===== src/rtl/mem_load_align_if.sv =====
// Data-memory read port between the load unit (master) and data memory (slave).
// Handshake: dm_req is a one-cycle request pulse qualified by dm_addr; the slave later
// answers with a one-cycle dm_rvalid carrying dm_rdata; there is no ready/backpressure.
interface mem_load_align_if;
  logic        dm_req;
  logic [31:0] dm_addr;
  logic        dm_rvalid;
  logic [31:0] dm_rdata;

  modport master (output dm_req, output dm_addr, input dm_rvalid, input dm_rdata);
  modport slave  (input dm_req, input dm_addr, output dm_rvalid, output dm_rdata);
endinterface


===== src/rtl/mem_load_align.sv =====
// Memory-stage load unit: issues word-aligned reads, waits for the response and
// extracts/extends the addressed byte or halfword; non-loads pass straight to WB.
module mem_load_align #(
  parameter int TIMEOUT = 16
) (
  input  logic        clk,
  input  logic        rst_n,
  input  logic [2:0]  is_load_mem,
  input  logic [31:0] alu_out_mem,
  input  logic [4:0]  rd_addr_mem,
  input  logic        wb_en_mem,
  mem_load_align_if.master dm,
  output logic        stall_mem,
  output logic [31:0] wb_data,
  output logic [4:0]  rd_addr_wb,
  output logic        wb_en_wb,
  output logic        load_misalign,
  output logic        load_timeout,
  output logic        dbg_state
);

  localparam logic [2:0] LD_LW  = 3'b001;
  localparam logic [2:0] LD_LH  = 3'b010;
  localparam logic [2:0] LD_LB  = 3'b011;
  localparam logic [2:0] LD_LHU = 3'b100;
  localparam logic [2:0] LD_LBU = 3'b101;
  localparam int CW = $clog2(TIMEOUT);
  localparam logic [CW-1:0] CNT_LAST = CW'(TIMEOUT - 1);

  typedef enum logic [0:0] {IDLE = 1'b0, WAIT = 1'b1} state_e;

  state_e      state;
  logic [CW-1:0] cnt;
  logic [2:0]  ld_type_q;
  logic [1:0]  ld_off_q;
  logic [4:0]  rd_q;
  logic        wen_q;

  logic [1:0]  off;
  logic        is_load;
  logic        misalign;
  logic        issue;
  logic        last_wait;
  logic [31:0] shifted;
  logic [31:0] aligned;

  assign off      = alu_out_mem[1:0];
  assign is_load  = (is_load_mem >= LD_LW) && (is_load_mem <= LD_LBU);
  assign misalign = ((is_load_mem == LD_LW) && (off != 2'b00)) ||
                    (((is_load_mem == LD_LH) || (is_load_mem == LD_LHU)) && (off == 2'b11));
  assign issue    = (state == IDLE) && is_load && !misalign;
  assign last_wait = (cnt == CNT_LAST);

  assign dm.dm_req  = issue;
  assign dm.dm_addr = {alu_out_mem[31:2], 2'b00};
  // The final WAIT cycle releases the stall so the pipeline moves on with the timeout.
  assign stall_mem  = issue || ((state == WAIT) && !dm.dm_rvalid && !last_wait);
  assign dbg_state  = state;

  // Byte lanes mirror the store path, which shifts data left by the offset.
  assign shifted = dm.dm_rdata >> {ld_off_q, 3'b000};

  always_comb begin
    aligned = dm.dm_rdata;
    case (ld_type_q)
      LD_LH:   aligned = {{16{shifted[15]}}, shifted[15:0]};
      LD_LHU:  aligned = {16'h0000, shifted[15:0]};
      LD_LB:   aligned = {{24{shifted[7]}}, shifted[7:0]};
      LD_LBU:  aligned = {24'h000000, shifted[7:0]};
      default: aligned = dm.dm_rdata;
    endcase
  end

  always_ff @(posedge clk or negedge rst_n) begin
    if (!rst_n) begin
      state         <= IDLE;
      cnt           <= '0;
      ld_type_q     <= '0;
      ld_off_q      <= '0;
      rd_q          <= '0;
      wen_q         <= 1'b0;
      wb_data       <= '0;
      rd_addr_wb    <= '0;
      wb_en_wb      <= 1'b0;
      load_misalign <= 1'b0;
      load_timeout  <= 1'b0;
    end else begin
      load_misalign <= 1'b0;
      load_timeout  <= 1'b0;
      case (state)
        IDLE: begin
          if (!is_load) begin
            wb_data    <= alu_out_mem;
            rd_addr_wb <= rd_addr_mem;
            wb_en_wb   <= wb_en_mem;
          end else if (misalign) begin
            wb_en_wb      <= 1'b0;
            load_misalign <= 1'b1;
          end else begin
            ld_type_q <= is_load_mem;
            ld_off_q  <= off;
            rd_q      <= rd_addr_mem;
            wen_q     <= wb_en_mem;
            cnt       <= '0;
            wb_en_wb  <= 1'b0;
            state     <= WAIT;
          end
        end
        WAIT: begin
          if (dm.dm_rvalid) begin
            wb_data    <= aligned;
            rd_addr_wb <= rd_q;
            wb_en_wb   <= wen_q;
            state      <= IDLE;
          end else if (last_wait) begin
            wb_en_wb     <= 1'b0;
            load_timeout <= 1'b1;
            state        <= IDLE;
          end else begin
            wb_en_wb <= 1'b0;
            cnt      <= cnt + 1'b1;
          end
        end
        default: state <= IDLE;
      endcase
    end
  end

endmodule


===== src/flat_wrapper.sv =====
// flat-port wrapper written by rule: the top's interface ports become plain ports
module mem_load_align_flat 
#(
  parameter int TIMEOUT = 16
)
  (clk, rst_n, is_load_mem, alu_out_mem, rd_addr_mem, wb_en_mem, stall_mem, wb_data, rd_addr_wb, wb_en_wb, load_misalign, load_timeout, dbg_state, dm_dm_req, dm_dm_addr, dm_dm_rvalid, dm_dm_rdata);
  mem_load_align_if dm_i ();
  input  logic clk;
  input  logic rst_n;
  input  logic [2:0] is_load_mem;
  input  logic [31:0] alu_out_mem;
  input  logic [4:0] rd_addr_mem;
  input  logic wb_en_mem;
  output logic stall_mem;
  output logic [31:0] wb_data;
  output logic [4:0] rd_addr_wb;
  output logic wb_en_wb;
  output logic load_misalign;
  output logic load_timeout;
  output logic dbg_state;
  output wire logic [$bits(dm_i.dm_req)-1:0] dm_dm_req;
  output wire logic [$bits(dm_i.dm_addr)-1:0] dm_dm_addr;
  input wire logic [$bits(dm_i.dm_rvalid)-1:0] dm_dm_rvalid;
  input wire logic [$bits(dm_i.dm_rdata)-1:0] dm_dm_rdata;
  assign dm_dm_req = dm_i.dm_req;
  assign dm_dm_addr = dm_i.dm_addr;
  assign dm_i.dm_rvalid = dm_dm_rvalid;
  assign dm_i.dm_rdata = dm_dm_rdata;
  mem_load_align #(.TIMEOUT(TIMEOUT)) u_core (.clk(clk), .rst_n(rst_n), .is_load_mem(is_load_mem), .alu_out_mem(alu_out_mem), .rd_addr_mem(rd_addr_mem), .wb_en_mem(wb_en_mem), .dm(dm_i), .stall_mem(stall_mem), .wb_data(wb_data), .rd_addr_wb(rd_addr_wb), .wb_en_wb(wb_en_wb), .load_misalign(load_misalign), .load_timeout(load_timeout), .dbg_state(dbg_state));
endmodule

===== config.mk =====
export PLATFORM = sky130hd
export DESIGN_NAME = mem_load_align_flat
export DESIGN_NICKNAME = d
export VERILOG_FILES = /design/src/rtl/mem_load_align_if.sv /design/src/rtl/mem_load_align.sv /design/src/flat_wrapper.sv
export SDC_FILE = /design/constraint.sdc
export NUM_CORES = 1
export LEC_CHECK = 0
export BUFFER_PORTS_ARGS = -buffer_cell sky130_fd_sc_hd__buf_4
export CAP_MARGIN = 20
export CORE_AREA = 2 2 76 107
export DETAILED_ROUTE_END_ITERATION = 12
export DIE_AREA = 0 0 78 109
export GPL_TIMING_DRIVEN = 0
export PLACE_DENSITY = 0.81
export SLEW_MARGIN = 20
export SYNTH_ARGS = -nofsm -noshare
export SYNTH_HDL_FRONTEND = slang
export SYNTH_SLANG_ARGS = --single-unit

===== constraint.sdc =====
create_clock -name clk -period 2.3 [get_ports clk]
set_clock_uncertainty 0.1 [all_clocks]
set_input_delay 0.23 -clock clk [delete_from_list [all_inputs] [get_ports clk]]
set_output_delay 0.23 -clock clk [all_outputs]
set_load 0.05 [all_outputs]

## Word level (Yosys, flattened, before mapping)

Index checks and enable logic that the tools add are counted.
Widths: inputs -> output; s select.

| word-level totals | value |
|---|---|
| register bits | 56 |
| input port bits | 76 |
| output and inout bits | 75 |
| word-level logic and storage cells | 75 |

| cells by class | value |
|---|---|
| add/subtract/negate cells | 1 |
| order comparisons | 2 |
| eq/ne operators | 15 |
| shifts and indexed selects | 1 |
| multiplexer cells | 26 |
| bitwise logic cells | 2 |
| reductions and logical operators | 17 |

Operators with widths:

| cell | number |
|---|---|
| $pmux 32 s4 | 1 |
| $mux 32 | 2 |
| $pmux 32 s2 | 1 |
| $shr 32x5->16 | 1 |
| $mux 4 | 4 |
| $mux 1 | 12 |
| $mux 5 | 2 |
| $ne 2x2->1 const B | 5 |
| $pmux 5 s2 | 1 |
| $eq 3x2->1 const B | 3 |
| $eq 3x3->1 const B | 3 |
| $pmux 4 s2 | 1 |
| $logic_and 1x1->1 | 7 |
| $add 4x1->4 const B | 1 |
| $eq 4x4->1 const B | 1 |
| $pmux 1 s2 | 2 |
| $reduce_and 4->1 | 1 |
| $eq 3x1->1 const B | 1 |
| $ge 3x1->1 const B | 1 |
| $le 3x3->1 const B | 1 |
| $logic_not 1->1 | 3 |
| $logic_or 1x1->1 | 3 |
| $reduce_and 3->1 | 1 |
| $eq 2x2->1 const B | 1 |
| 4 further kinds | 5 |

## Logic depth before layout (Yosys ltp)

| depth | value |
|---|---|
| depth after elaboration | 7 |
| gate-level depth with buffers | 8 |
| gate-level depth less buffers | 6 |

## Worst setup path after synthesis

No wires, ideal clock.

| timing | value |
|---|---|
| kind | register -> register |
| from | register u_core.state, in the netlist u_core.dbg_state |
| to | register u_core.cnt[1] |
| library setup time | 145 ps |
| arrival | 1769 ps |
| data required time | 2055 ps |
| setup slack | 286 ps |
| stages on the path, launching flop included | 7 |
| buffers on the path | 2 |
| period minus slack after synthesis | 2014 ps |
| cells stage by stage | dfrtp_1 buf_2 a21oi_1 nand3_1 buf_2 inv_1 o21ai_0 |

| between the ends | value |
|---|---|
| longest elaborated chain between the ends | 3 |
| elaborated cells between the ends (all ways) | 7 |
| classes of those cells | eq/ne (4); mux (1); bitwise (1); reduce/logical (1) |

RTL lines:

| what | line | source |
|---|---|---|
| start, declared | mem_load_align.sv:32 | `state_e state;` |
| start signal, assigned | mem_load_align.sv:76 | `state <= IDLE;` |
| start signal, assigned | mem_load_align.sv:106 | `state <= WAIT;` |
| start signal, assigned | mem_load_align.sv:114 | `state <= IDLE;` |
| $not 1->1 (no line) | -- |  |
| $ne 2x1->1 (no line) / $ne 2x2->1 (equally long branches) | -- |  |
| $reduce_and 4->1 (no line) | -- |  |
| end signal, assigned | mem_load_align.sv:121 | `cnt <= cnt + 1'b1;` |
| end, declared | mem_load_align.sv:33 | `logic [CW-1:0] cnt;` |

Parallel ways exist; a longest one is shown, timed or not.
A chain may end at the register's enable or synchronous reset.

## Worst setup path in the final report

| timing | value |
|---|---|
| from | register u_core.cnt[0] |
| to | output stall_mem |

| between the ends | value |
|---|---|
| longest elaborated chain between the ends | 4 |

RTL lines:

| what | line | source |
|---|---|---|
| $eq 4x4->1 | mem_load_align.sv:52 | `assign last_wait = (cnt == CNT_LAST);` |
| $logic_not 1->1 | mem_load_align.sv:57 | `assign stall_mem = issue \|\| ((state == WAIT) && !dm.dm_rvalid && !last_wait);` |
| $logic_and 1x1->1 | mem_load_align.sv:57 |  |
| $logic_or 1x1->1 | mem_load_align.sv:57 |  |
| end, declared | flat_wrapper.sv:14 | `output logic stall_mem;` |

No other way between the ends.

==> results.sh <==
export IMPL_run_status="completed"
export IMPL_grt_pass1_vias=3430
export IMPL_tritoncts="built"
export IMPL_path_buf_inv=2
export IMPL_yosysTopAreaCellShare_pct=39.2
export IMPL_viasPerCell=5.47
export IMPL_slowest_stage="dfrtp_1"
export IMPL_r2r_end="u_core.wb_data[0]"
export IMPL_worstPathCellList="ha_1 -> nand3_1 -> nor2b_1 -> a31oi_1 -> inv_1 -> buf_4"
export IMPL_avgRoutedWirePerCell_um=16.9
export IMPL_dpl_cell_area_um2=4800
export IMPL_start_util_pct=47.0
export IMPL_arrival_ns=1.90
export IMPL_crit_family="flip-flops"
export IMPL_leakagePower_nw=2.37
export IMPL_stdcell_area_um2=4890
export IMPL_clk_path_buf_depth=2
export IMPL_synth_top_cell_by_area="dfrtp_1"
export IMPL_synth_warnings=0
export IMPL_ys_async_sr_fraction_pct=100
export IMPL_synth_edf_count=0
export IMPL_overflow=0
export IMPL_crit_start="u_core.cnt[0]"
export IMPL_rsz0062_at_grt="true"
export IMPL_postCtsSetupBuffers=0
export IMPL_post_route_min_period_ns=2.23
export IMPL_antenna_cells=0
export IMPL_synth_seq_cells=56
export IMPL_power_density_nw_per_um2=1220
export IMPL_min_period_over_period_pct=97.1
export IMPL_layout_drive_gt1_share_pct=41.3
export IMPL_maxCapViolCount=0
export IMPL_grt_use_total_pct=25.6
export IMPL_drtAntennaViolNets=0
export IMPL_grt_pass1_wl_um=17000
export IMPL_required_ns=1.97
export IMPL_cp_max_fo=5
export IMPL_die_h_um=109
export IMPL_gp_congestion=0.876
export IMPL_synth_area_leaders="dfrtp_1 39%, buf_4 7.6%, a21oi_1 5.0%, nand2_1 4.6%, o211ai_1 4.6%"
export IMPL_synth_ff_type="dfrtp_1"
export IMPL_dp_slack_ns=0.257
export IMPL_drt_iter0_drc=294
export IMPL_layout_setup_ws_ns=0.0660
export IMPL_finalSetupViolations=0
export IMPL_root_buffer="clkbuf_8"
export IMPL_insertion_delay_ns=0.31
export IMPL_synth_area_um2=3580
export IMPL_hold_class="input pin to flop"
export IMPL_syn_to_final_growth_pct=36.8
export IMPL_routed_wl_um=10900
export IMPL_synth_seq_area_share_pct=39.2
export IMPL_via_count=3539
export IMPL_ir_worst_vdd_uv=604
export IMPL_placed_cells=639
export IMPL_avgSynthCellArea_um2=9.13
export IMPL_max_freq_mhz=448
export IMPL_h_tree_depth=2
export IMPL_design_die_area_um2=8500
export IMPL_reg2reg_depth=5
export IMPL_min_path_cells=2
export IMPL_crit_end="stall_mem"
export IMPL_remaining_drc_errors=0
export IMPL_core_area_um2=7610
export IMPL_post_dp_hpwl_um=8410
export IMPL_drt_pass1_iter_count=4
export IMPL_path_clk_slew_ns=0.10
export IMPL_relSlewSlack_pct=51.8
export IMPL_cts_buffers_inserted=5
export IMPL_rows=38
export IMPL_clock_sinks=56
export IMPL_maxSlewViolCount=0
export IMPL_final_nets=624
export IMPL_io_buffers=146
export IMPL_timing_rr_start="u_core.dbg_state"
export IMPL_n_fill_cell=684
export IMPL_fin_hold_ws_ns=0.0516
export IMPL_slowest_delay_ns=0.42
export IMPL_grt_max_degree=57
export IMPL_critPathKind="flop to output pin"
export IMPL_crit_cells=6
export IMPL_ios=151
export IMPL_antenna_found_initial=0
export IMPL_hold_viol=0
export IMPL_synth_cell_type_count=50
export IMPL_reg2reg_slack_ns=0.22
export IMPL_ctsResizeCount=0
export IMPL_tightest_slew_ns=0.723
export IMPL_fin_cells=647
export IMPL_start_kind="flop"
export IMPL_die_w_um=78
export IMPL_syn_inst=392
export IMPL_cp_end_kind="output pin"
flip-flops by register name (all words and copies together) (netlist names):
name and flops:
u_core.wen_q 1, u_core.load_misalign 1, u_core.ld_type_q 3, u_core.rd_addr_wb 5
u_core.load_timeout 1, u_core.cnt 4, u_core.dbg_state 1, u_core.ld_off_q 2
u_core.rd_q 5, u_core.wb_data 32, u_core.wb_en_wb 1
cell usage in the layout (no fill, tap or decap), types with 2 or more instances in the layout:
| cell type | instances |
|---|---|
| o221ai_1 | 7 |
| o21a_1 | 2 |
| or2b_1 | 4 |
| mux2_2 | 10 |
| nand3b_1 | 2 |
| clkbuf_1 | 9 |
| clkbuf_8 | 5 |
| o311ai_2 | 3 |
| a211oi_1 | 13 |
| nand2b_1 | 13 |
| mux2i_1 | 11 |
| nand3_1 | 12 |
| conb_1 | 2 |
| nor2_1 | 15 |
| inv_1 | 6 |
| o211ai_1 | 22 |
| nor3b_1 | 2 |
| a21o_1 | 2 |
| buf_2 | 14 |
| o311ai_1 | 3 |
| dfrtp_1 | 56 |
| a2bb2oi_1 | 2 |
| o21ai_1 | 4 |
| a21oi_1 | 36 |
| nor2b_1 | 15 |
| and3_1 | 15 |
| o21ai_0 | 11 |
| buf_4 | 182 |
| buf_6 | 2 |
| nand2_1 | 44 |
power by group:
group	total [W]	internal [W]	switching, W
combinational	0.00378	0.00126	0.00252
clock	0.000545	0.000214	0.000331
sequential	0.00164	0.00139	0.000246
stage by stage:
| stage | setup TNS, ns | power [W] | utilization [%] |
|---|---|---|---|
| after floorplan | 0 | 0.00427 | - |
| after global placement | 0 | 0.00535 | 63.1 |
| after detailed placement | 0 | 0.00543 | 63.1 |
| after CTS | 0 | 0.00597 | 64.3 |
| after global routing | -0.0401 | 0.00627 | 64.3 |
| final | 0 | 0.00596 | 64.3 |
cell type report:
class	count	area, µm²	area share (%)
timing repair buffer	147	1110	22.6
tap	100	125	2.56
clock buffer	6	72.6	1.48
inverter	6	22.5	0.460
sequential	56	1400	28.6
buffer	62	402	8.21
clock inverter	1	8.76	0.179
multi-input combinational	269	1760	35.9
worst register-to-register path: stages (launching register included):
cell and delay [ns]:
dfrtp_1 0.35, buf_2 0.22, buf_2 0.29, buf_1 0.59, o311ai_1 0.25, a21oi_1 0.20
what timing repair did:
action / CTS / global route
setup endpoints to repair: 0 / 1
hold endpoints to repair: 56 / 0
hold buffers: 1 / 0
cells in the mapped netlist, drive strengths merged, types with 11 or more instances:
master,count
o211ai,22
nor2,16
a211oi,13
nor2b,16
o21ai,17
mux2i,11
nand2b,13
and3,15
a21oi,36
nand2,44
buf,53
dfrtp,56
nand3,13
routing by layer:
layer / global-route usage [%] / wire length [µm] / up-vias
met5: 0 / 0 / -
li1: - / - / 1674
met3: 4.06 / 756 / 28
met2: 45.2 / 5670 / 150
met1: 30.4 / 4050 / 1687
met4: 11.9 / 438 / 0
how the worst min path moves through the flow:
| stage | endpoint | from |
|---|---|---|
| 6_report | u_core.wen_q | wb_en_mem |
| 4_1_cts | u_core.wen_q | wb_en_mem |
| 2_1_floorplan | u_core.cnt[0] | rst_n |
| 3_3_place_gp | u_core.rd_addr_wb[2] | rst_n |
| 5_1_grt | u_core.rd_q[1] | rd_addr_mem[1] |
| 3_5_place_dp | u_core.rd_addr_wb[2] | rst_n |
cells by family (layout without fill, tap and decap cells):
logic type                 count (synthesis)  count (layout)  synth area share (%)
other                                      1               2                 0.105
DFF                                       56              56                  39.2
muxes                                     22              22                  6.85
xor gates and xnor gates                   2               2                 0.699
AOI/OAI and AO/OA                        114             114                  21.9
adders and majority gates                  1               1                 0.350
and+or+nand+nor                          128             128                  19.1
buffers and inverters                     68             222                  11.9
No activity file was read; power rests on OpenSTA's default activity.
